===== src/rtl/syndrome_gen_if.sv =====
// Symbol-in / syndrome-out stream bundle for the syndrome generator.
// master drives symbols and observes syndromes; slave is the generator side.
interface syndrome_gen_if;
    localparam int unsigned SYM_W = 4;

    logic             in_valid;
    logic [SYM_W-1:0] in_symbol;
    logic             out_valid;
    logic [SYM_W-1:0] out_syndrome;
    logic             out_clean;

    modport master (
        output in_valid,
        output in_symbol,
        input  out_valid,
        input  out_syndrome,
        input  out_clean
    );

    modport slave (
        input  in_valid,
        input  in_symbol,
        output out_valid,
        output out_syndrome,
        output out_clean
    );
endinterface


===== src/rtl/syndrome_gen.sv =====
// GF(16) syndrome generator: Horner-evaluates S1..S6 of a 15-symbol codeword and
// streams them out in exponent form, double-buffered against the next frame.
module syndrome_gen (
    input  logic          clk,
    input  logic          rst,
    syndrome_gen_if.slave bus
);
    localparam int unsigned N_SYM = 15;
    localparam int unsigned N_SYN = 6;
    localparam int unsigned SYM_W = 4;
    localparam int unsigned CNT_W = 4;
    localparam int unsigned IDX_W = 3;

    typedef enum logic {
        ST_IDLE,
        ST_SEND
    } state_e;

    logic [CNT_W-1:0] cnt_q, cnt_d;
    logic [SYM_W-1:0] acc_q [N_SYN];
    logic [SYM_W-1:0] acc_d [N_SYN];
    logic [SYM_W-1:0] sr_q  [N_SYN];
    logic [SYM_W-1:0] sr_d  [N_SYN];
    logic             clean_q, clean_d;
    state_e           state_q, state_d;
    logic [IDX_W-1:0] idx_q, idx_d;
    logic             out_valid_q, out_valid_d;
    logic [SYM_W-1:0] out_syndrome_q, out_syndrome_d;
    logic             out_clean_q, out_clean_d;
    logic             frame_done_c;
    logic             all_zero_c;

    // Multiply by alpha modulo x^4+x+1: shift left, fold x^4 back as x+1.
    function automatic logic [SYM_W-1:0] mul_alpha(input logic [SYM_W-1:0] a);
        return {a[2:0], 1'b0} ^ {2'b00, a[3], a[3]};
    endfunction

    // Constant multiply by alpha^p; p is fixed per accumulator so this folds to XORs.
    function automatic logic [SYM_W-1:0] mul_alpha_pow(input logic [SYM_W-1:0] a,
                                                       input int unsigned    p);
        logic [SYM_W-1:0] r;
        r = a;
        for (int unsigned k = 0; k < N_SYN; k++) begin
            if (k < p) r = mul_alpha(r);
        end
        return r;
    endfunction

    // Vector-to-exponent log ROM; the zero element maps to 4'hF.
    function automatic logic [SYM_W-1:0] log_rom(input logic [SYM_W-1:0] v);
        logic [SYM_W-1:0] e;
        case (v)
            4'h1:    e = 4'd0;
            4'h2:    e = 4'd1;
            4'h3:    e = 4'd4;
            4'h4:    e = 4'd2;
            4'h5:    e = 4'd8;
            4'h6:    e = 4'd5;
            4'h7:    e = 4'd10;
            4'h8:    e = 4'd3;
            4'h9:    e = 4'd14;
            4'hA:    e = 4'd9;
            4'hB:    e = 4'd7;
            4'hC:    e = 4'd6;
            4'hD:    e = 4'd13;
            4'hE:    e = 4'd11;
            4'hF:    e = 4'd12;
            default: e = 4'hF;
        endcase
        return e;
    endfunction

    // Horner accumulation and symbol counting; cnt==0 restarts the accumulators.
    always_comb begin
        cnt_d        = cnt_q;
        acc_d        = acc_q;
        frame_done_c = 1'b0;
        all_zero_c   = 1'b1;
        if (bus.in_valid) begin
            for (int unsigned j = 0; j < N_SYN; j++) begin
                acc_d[j] = ((cnt_q == '0) ? SYM_W'(0) : mul_alpha_pow(acc_q[j], j + 1))
                           ^ bus.in_symbol;
            end
            if (cnt_q == CNT_W'(N_SYM - 1)) begin
                frame_done_c = 1'b1;
                cnt_d        = '0;
            end else begin
                cnt_d = cnt_q + CNT_W'(1);
            end
        end
        for (int unsigned j = 0; j < N_SYN; j++) begin
            if (acc_d[j] != '0) all_zero_c = 1'b0;
        end
    end

    // Output FSM plus handoff of finished syndromes into the send buffer.
    always_comb begin
        state_d        = state_q;
        idx_d          = idx_q;
        sr_d           = sr_q;
        clean_d        = clean_q;
        out_valid_d    = 1'b0;
        out_syndrome_d = '0;
        out_clean_d    = 1'b0;

        if (frame_done_c) begin
            for (int unsigned j = 0; j < N_SYN; j++) sr_d[j] = log_rom(acc_d[j]);
            clean_d = all_zero_c;
        end

        case (state_q)
            ST_IDLE: begin
                if (frame_done_c) begin
                    state_d = ST_SEND;
                    idx_d   = '0;
                end
            end
            ST_SEND: begin
                out_valid_d    = 1'b1;
                out_syndrome_d = sr_q[idx_q];
                out_clean_d    = (idx_q == '0) && clean_q;
                if (idx_q == IDX_W'(N_SYN - 1)) begin
                    state_d = ST_IDLE;
                    idx_d   = '0;
                end else begin
                    idx_d = idx_q + IDX_W'(1);
                end
            end
            default: state_d = ST_IDLE;
        endcase
    end

    always_ff @(posedge clk) begin
        if (rst) begin
            cnt_q          <= '0;
            clean_q        <= 1'b0;
            state_q        <= ST_IDLE;
            idx_q          <= '0;
            out_valid_q    <= 1'b0;
            out_syndrome_q <= '0;
            out_clean_q    <= 1'b0;
            for (int unsigned j = 0; j < N_SYN; j++) begin
                acc_q[j] <= '0;
                sr_q[j]  <= '0;
            end
        end else begin
            cnt_q          <= cnt_d;
            clean_q        <= clean_d;
            state_q        <= state_d;
            idx_q          <= idx_d;
            out_valid_q    <= out_valid_d;
            out_syndrome_q <= out_syndrome_d;
            out_clean_q    <= out_clean_d;
            for (int unsigned j = 0; j < N_SYN; j++) begin
                acc_q[j] <= acc_d[j];
                sr_q[j]  <= sr_d[j];
            end
        end
    end

    assign bus.out_valid    = out_valid_q;
    assign bus.out_syndrome = out_syndrome_q;
    assign bus.out_clean    = out_clean_q;
endmodule


===== src/flat_wrapper.sv =====
// flat-port wrapper written by rule: the top's interface ports become plain ports
module syndrome_gen_flat 
  (clk, rst, bus_in_valid, bus_in_symbol, bus_out_valid, bus_out_syndrome, bus_out_clean);
  syndrome_gen_if bus_i ();
  input  logic clk;
  input  logic rst;
  input wire logic [$bits(bus_i.in_valid)-1:0] bus_in_valid;
  input wire logic [$bits(bus_i.in_symbol)-1:0] bus_in_symbol;
  output wire logic [$bits(bus_i.out_valid)-1:0] bus_out_valid;
  output wire logic [$bits(bus_i.out_syndrome)-1:0] bus_out_syndrome;
  output wire logic [$bits(bus_i.out_clean)-1:0] bus_out_clean;
  assign bus_i.in_valid = bus_in_valid;
  assign bus_i.in_symbol = bus_in_symbol;
  assign bus_out_valid = bus_i.out_valid;
  assign bus_out_syndrome = bus_i.out_syndrome;
  assign bus_out_clean = bus_i.out_clean;
  syndrome_gen u_core (.clk(clk), .rst(rst), .bus(bus_i));
endmodule

===== config.mk =====
export PLATFORM = sky130hd
export DESIGN_NAME = syndrome_gen_flat
export DESIGN_NICKNAME = d
export VERILOG_FILES = /design/src/rtl/syndrome_gen_if.sv /design/src/rtl/syndrome_gen.sv /design/src/flat_wrapper.sv
export SDC_FILE = /design/constraint.sdc
export NUM_CORES = 1
export LEC_CHECK = 0
export ABC_AREA = 1
export CAP_MARGIN = 30
export CELL_PAD_IN_SITES_DETAIL_PLACEMENT = 0
export CELL_PAD_IN_SITES_GLOBAL_PLACEMENT = 1
export CORE_MARGIN = 1.5
export CORE_UTILIZATION = 48
export CTS_BUF_LIST = sky130_fd_sc_hd__clkbuf_8 sky130_fd_sc_hd__clkbuf_16
export DETAILED_ROUTE_END_ITERATION = 10
export GPL_TIMING_DRIVEN = 0
export PLACE_DENSITY = 0.92
export SKIP_CTS_REPAIR_TIMING = 1
export SYNTH_ARGS = -nofsm -noshare
export SYNTH_HDL_FRONTEND = slang
export SYNTH_SLANG_ARGS = --single-unit

===== constraint.sdc =====
create_clock -name clk -period 3.25 [get_ports clk]
set_input_delay 0.65 -clock clk [delete_from_list [all_inputs] [get_ports clk]]
set_output_delay 0.65 -clock clk [all_outputs]
set_load 0.01 [all_outputs]

Yosys cells after proc, flatten, opt, wreduce, memory -nomap -nowiden

Memory sizes are Yosys's and may differ from the RTL's. A register that Yosys moved wholly into a read port is not among the register bits.
Index checks and enable logic that the tools add are counted.

$add $sub $neg: 2
$lt $le $gt $ge: 1
Equal/unequal tests: 3
Muxes and demuxes: 47
Bitwise logic cells: 29
Reductions and logical operators: 10

Operators with widths:

| cell                  | number |
|---|---|
| $mux W4               | 30 |
| $xor A4 B2 Y4         | 21 |
| $mux W24              | 1 |
| $reduce_bool A4 Y1    | 6 |
| $xor A4 B4 Y4         | 6 |
| $bmux W4 S3           | 1 |
| $mux W1               | 11 |
| $mux W3               | 2 |
| $pmux W3 S2           | 1 |
| $add A4 B1 Y4 const B | 1 |
| $eq A4 B4 Y1 const B  | 1 |
| $ge A4 B4 Y1 const B  | 1 |
| $logic_not A4 Y1      | 1 |
| $not A3 Y4            | 1 |
| $add A3 B1 Y3 const B | 1 |
| $eq A3 B3 Y1 const B  | 1 |
| $logic_not A3 Y1      | 1 |
| $ne A2 B1 Y1 const B  | 1 |
| $pmux W1 S2           | 1 |
| $reduce_or A2 Y1      | 1 |
| $logic_and A1 B1 Y1   | 1 |
| $not A1 Y1            | 1 |

Flip-flop bits (word level): 39
Bits in read-only memories: 384
Input port bits: 7
Output and inout bits: 6
Logic and storage cells: 111
Memories: 6

Memories:

| memory          | words | bits a word | read ports | clocked after Yosys merged registers in | write ports | line               | source |
|---|---|---|---|---|---|---|---|
| (no name shown) | 16    | 4           | 1          | 1                                       | 0           | syndrome_gen.sv:52 | `case (v)` |
| (no name shown) | 16    | 4           | 1          | 1                                       | 0           | syndrome_gen.sv:52 |  |
| (no name shown) | 16    | 4           | 1          | 1                                       | 0           | syndrome_gen.sv:52 |  |
| (no name shown) | 16    | 4           | 1          | 1                                       | 0           | syndrome_gen.sv:52 |  |
| (no name shown) | 16    | 4           | 1          | 1                                       | 0           | syndrome_gen.sv:52 |  |
| (no name shown) | 16    | 4           | 1          | 1                                       | 0           | syndrome_gen.sv:52 |  |

Logic depth before layout (Yosys ltp)

Gate-level depths: netlist of the first run.

Depth after elaboration: 22
Depth in mapped cells: 16

Worst setup path after synthesis of the first run

No wires, ideal clock.

Kind: input to register
Start: in bus_in_valid
End: reg u_core.sr_q[10] (netlist name)
Setup time: 0.112 ns
Arrival: 2.038 ns
Required time: 3.138 ns
Setup slack: 1.099 ns
Stages: 11
Cells stage by stage: buf_2 -> buf_2 -> or2_2 -> o21ai_0 -> ha_1 -> nand2_1 -> nand2_1 -> nand2_1 -> nand2_1 -> nand2_1 -> nand2_1

Longest elaborated chain between the ends: 1

RTL lines:

| element                             | line               | source |
|---|---|---|
| from (decl)                         | flat_wrapper.sv:7  | `input wire logic [$bits(bus_i.in_valid)-1:0] bus_in_valid;` |
| $mux W24 or $mux W1 (tied branches) | syndrome_gen.sv:79 | `if (bus.in_valid) begin` |
| to (decl)                           | syndrome_gen.sv:22 | `logic [SYM_W-1:0] sr_q [N_SYN];` |

Several ways; a longest one is shown, not always the timed one.
A chain may end at the register's enable or synchronous reset.

==> results of run 1 <==
-- kinds of logic after synthesis --
kind of cell	synth area share (%)
AO/OA/AOI/OAI	4.116
XOR/XNOR	3.402
adder cells (fa/ha/maj)	8.576
buffers and inverters	7.518
flip-flops	28.82
AND/OR/NAND/NOR	47.57
-- power by group --
group          internal (mW)  switching (mW)  total (mW)
sequential             0.798          0.0293       0.827
combinational          0.182           0.359       0.541
clock                  0.443           0.361       0.804
-- cells in the mapped netlist, drive strengths merged --
master / n / share of area [%]
nand2: 302 / 27
nor2: 47 / 4.4
o22ai: 1 / 0.14
ha: 30 / 8.6
nand3: 108 / 13
dfxtp: 63 / 29
a31oi: 2 / 0.29
a32oi: 4 / 0.80
or2: 9 / 1.3
xnor2: 1 / 0.20
clkbuf: 8 / 0.69
a21oi: 6 / 0.69
xor2: 16 / 3.2
buf: 12 / 2.0
a211oi: 1 / 0.17
o31ai: 2 / 0.34
o21ai: 10 / 1.5
nand4: 6 / 0.86
a211o: 1 / 0.20
inv: 56 / 4.8
nor3: 4 / 0.46
-- path summary, 6_finish.rpt --
check                  start              end  slack (ps)  cells after the start
min reg2reg  u_core.sr_q[18]  u_core.sr_q[18]         460                      2
min          u_core.sr_q[18]  u_core.sr_q[18]         460                      2
max reg2reg  u_core.cnt_q[1]   u_core.clean_q         750                     13
max             bus_in_valid   u_core.sr_q[4]         480                     13
-- critical path: cells and delay by family --
family / cells / cell delay [ps]
fa+ha+maj: 1 / 330
simple gates: 6 / 570
buf+inv: 6 / 1470
-- per-layer routing --
metal | vias to the layer above | track usage (%)
met5 | - | 0
met1 | 2072 | 33.03
met2 | 115 | 41.78
li1 | 2229 | -
met3 | 30 | 3.404
met4 | 0 | 11.05
-- flip-flops by register name, indices dropped and copies added, names as in the netlist --
| signal | flops |
|---|---|
| u_core.sr_q | 24 |
| u_core.cnt_q | 4 |
| u_core.bus.out_valid | 1 |
| u_core.acc_q | 24 |
| u_core.bus.out_clean | 1 |
| u_core.clean_q | 1 |
| u_core.bus.out_syndrome | 4 |
| u_core.state_q | 1 |
| u_core.idx_q | 3 |
-- final cells by class --
type	count	area, um^2	share of cell area, %
buffer	20	118.9	2.451
clock buffer	9	123.9	2.554
clock inverter	7	103.9	2.141
inverter	56	210.2	4.334
multi-input combinational	550	2786	57.46
sequential	63	1261	26.01
tap	108	135.1	2.786
timing repair buffer	11	110.1	2.270
-- stage by stage --
step	cells	hold slack (ps)	util, %	power [mW]	setup WS, ps
final	824	456.2	55.34	2.172	482.5
after global routing	824	471.4	55.34	2.301	295.7
after CTS	824	456.0	55.34	2.178	517.6
after detailed placement	808	440.7	52.74	1.380	136.2
after global placement	808	441.8	52.74	1.369	179.0
after floorplan	689	425.4	-	1.254	1099
==> summary.txt, run 1 <==
Timing
  • Slew @ Worst Pin: 845.2 ps
  • Fin crit share: 85.15%
  • Clock skew: 9.353 ps
  • Setup TNS: 0 ps
  • Fmax: 0.3613 GHz
  • RSZ-0062 raised after global routing: no
  • Final min period: ~2800 ps
  • Final hold vios: 0
  • Pins over their slew limit: 0
  • Rel. slew slack: between 40% and 50%
  • Setup-failing EPs final: 0

Drt
  • DRT Pass-1 Iters: 5
  • Wire length per cell: 14.00 um
  • Metal1 wirelength: 5.303 mm
  • Vias: about 4400
  • Met3 WL: 565 um
  • DRC viols: 0
  • Routed wl met2: 5.310 mm
  • Final antenna-violating net count: 0
  • Highest routed metal layer: met4
  • Via density: 5.396
  • Total Wirelength: 11.54 mm
  • DRT iter0 DRCs: 264

Die
  • Site row count: 34
  • Die X-Extent: approximately 100 um
  • Full die area: between 9000 and 10000 um^2
  • Die Y: between 90 and 100 um
  • # IOs: 13
  • Starting Density: 49.94%
  • Core Area: 8763 um^2

Clock network
  • CTS max path bufs: 2
  • TritonCTS buffer count: 9
  • Worst skew pair latency: 350 ps
  • Clk slew on worst S/H paths: around 90 ps
  • Root Driver: clkbuf_8
  • CTS H-tree depth: 3
  • CTS tree: done
  • CTS Sinks: 63

Logic synthesis
  • Post-Syn Instances: roughly 700
  • Seq/Total Area, Yosys: about 29%
  • YS warnings: 0
  • Post-synthesis cell area: roughly 4400 um^2
  • #FFs+latches synth: 63
  • Syn Nets: between 700 and 800
  • Syn Area/Cell: 6.352 um^2
  • Synth unique cells: 33

Worst setup path
  • CP Launch Type: primary input
  • Crit path DAT: between 3000 and 4000 ps
  • Crit Path Class: primary input to register
  • Worst Path Max Fanout: 10
  • Slowest stage delay, CP: 520 ps
  • Slowest library cell on the worst path: clkdlybuf4s50_1
  • CP Capture Type: register
  • Worst path cell trace: clkdlybuf4s50_1 -> buf_2 -> buf_4 -> buf_2 -> nand2_1 -> nand2_1 -> inv_1 -> ha_1 -> inv_1 -> nand3_1 -> nand3_1 -> nand3_1 -> nand2_1
  • CP required: between 3000 and 4000 ps

Run status
  • Status: complete, no violations

GRT
  • Grt ovf: 0
  • Initial antenna violation count: 0
  • First-pass GRT wire length: 19.67 mm
  • Largest net degree at the start of global routing: 14
  • Number of global-route vias before repair: 4192
  • Total global-route track usage: 25.28%

Final layout
  • Area growth syn-to-layout: 10.81%
  • Ant diodes: 0
  • Fin nets: 748
  • Commonest non-fill, non-tap cell in the layout: nand2_1
  • Commonest non-fill, non-tap cells in the layout: nand2_1 (287), nand3_1 (101), dfxtp_1 (63), inv_1 (54), nor2_1 (42)
  • Fillers: roughly 890
  • Final instance area: 4850 um^2
  • Share of layout cells above drive strength 1: 9.637%

Place
  • Cell Area, Placed: 4622 um^2
  • Port bufs: 11
  • Placer congestion estimate: 0.8866
  • DP HPWL: 8.673 mm

Flow run
  • # Max-Cap Violations: 0

Pwr
  • Max IR drop VDD: 0.0001874 V
  • Power density cells: around 450 nW/um^2
  • Leakage: 2.442 nW

Worst hold path
  • Hold Path Class: register to register
No activity file was read; power rests on OpenSTA's default activity.
==> run 2, diff against run 1 <==
Settings changed: SLEW_MARGIN from default to 10.
==> results of run 2 <==
No change in the layout: final DEF, timing and power equal those of run 1.
==> run 3, diff against run 2 <==
Settings changed: ABC_CLOCK_PERIOD_IN_PS from default to 3250, CTS_CLUSTER_DIAMETER from default to 30.
==> results of run 3 <==
No change in the layout: final DEF, timing and power equal those of run 1.
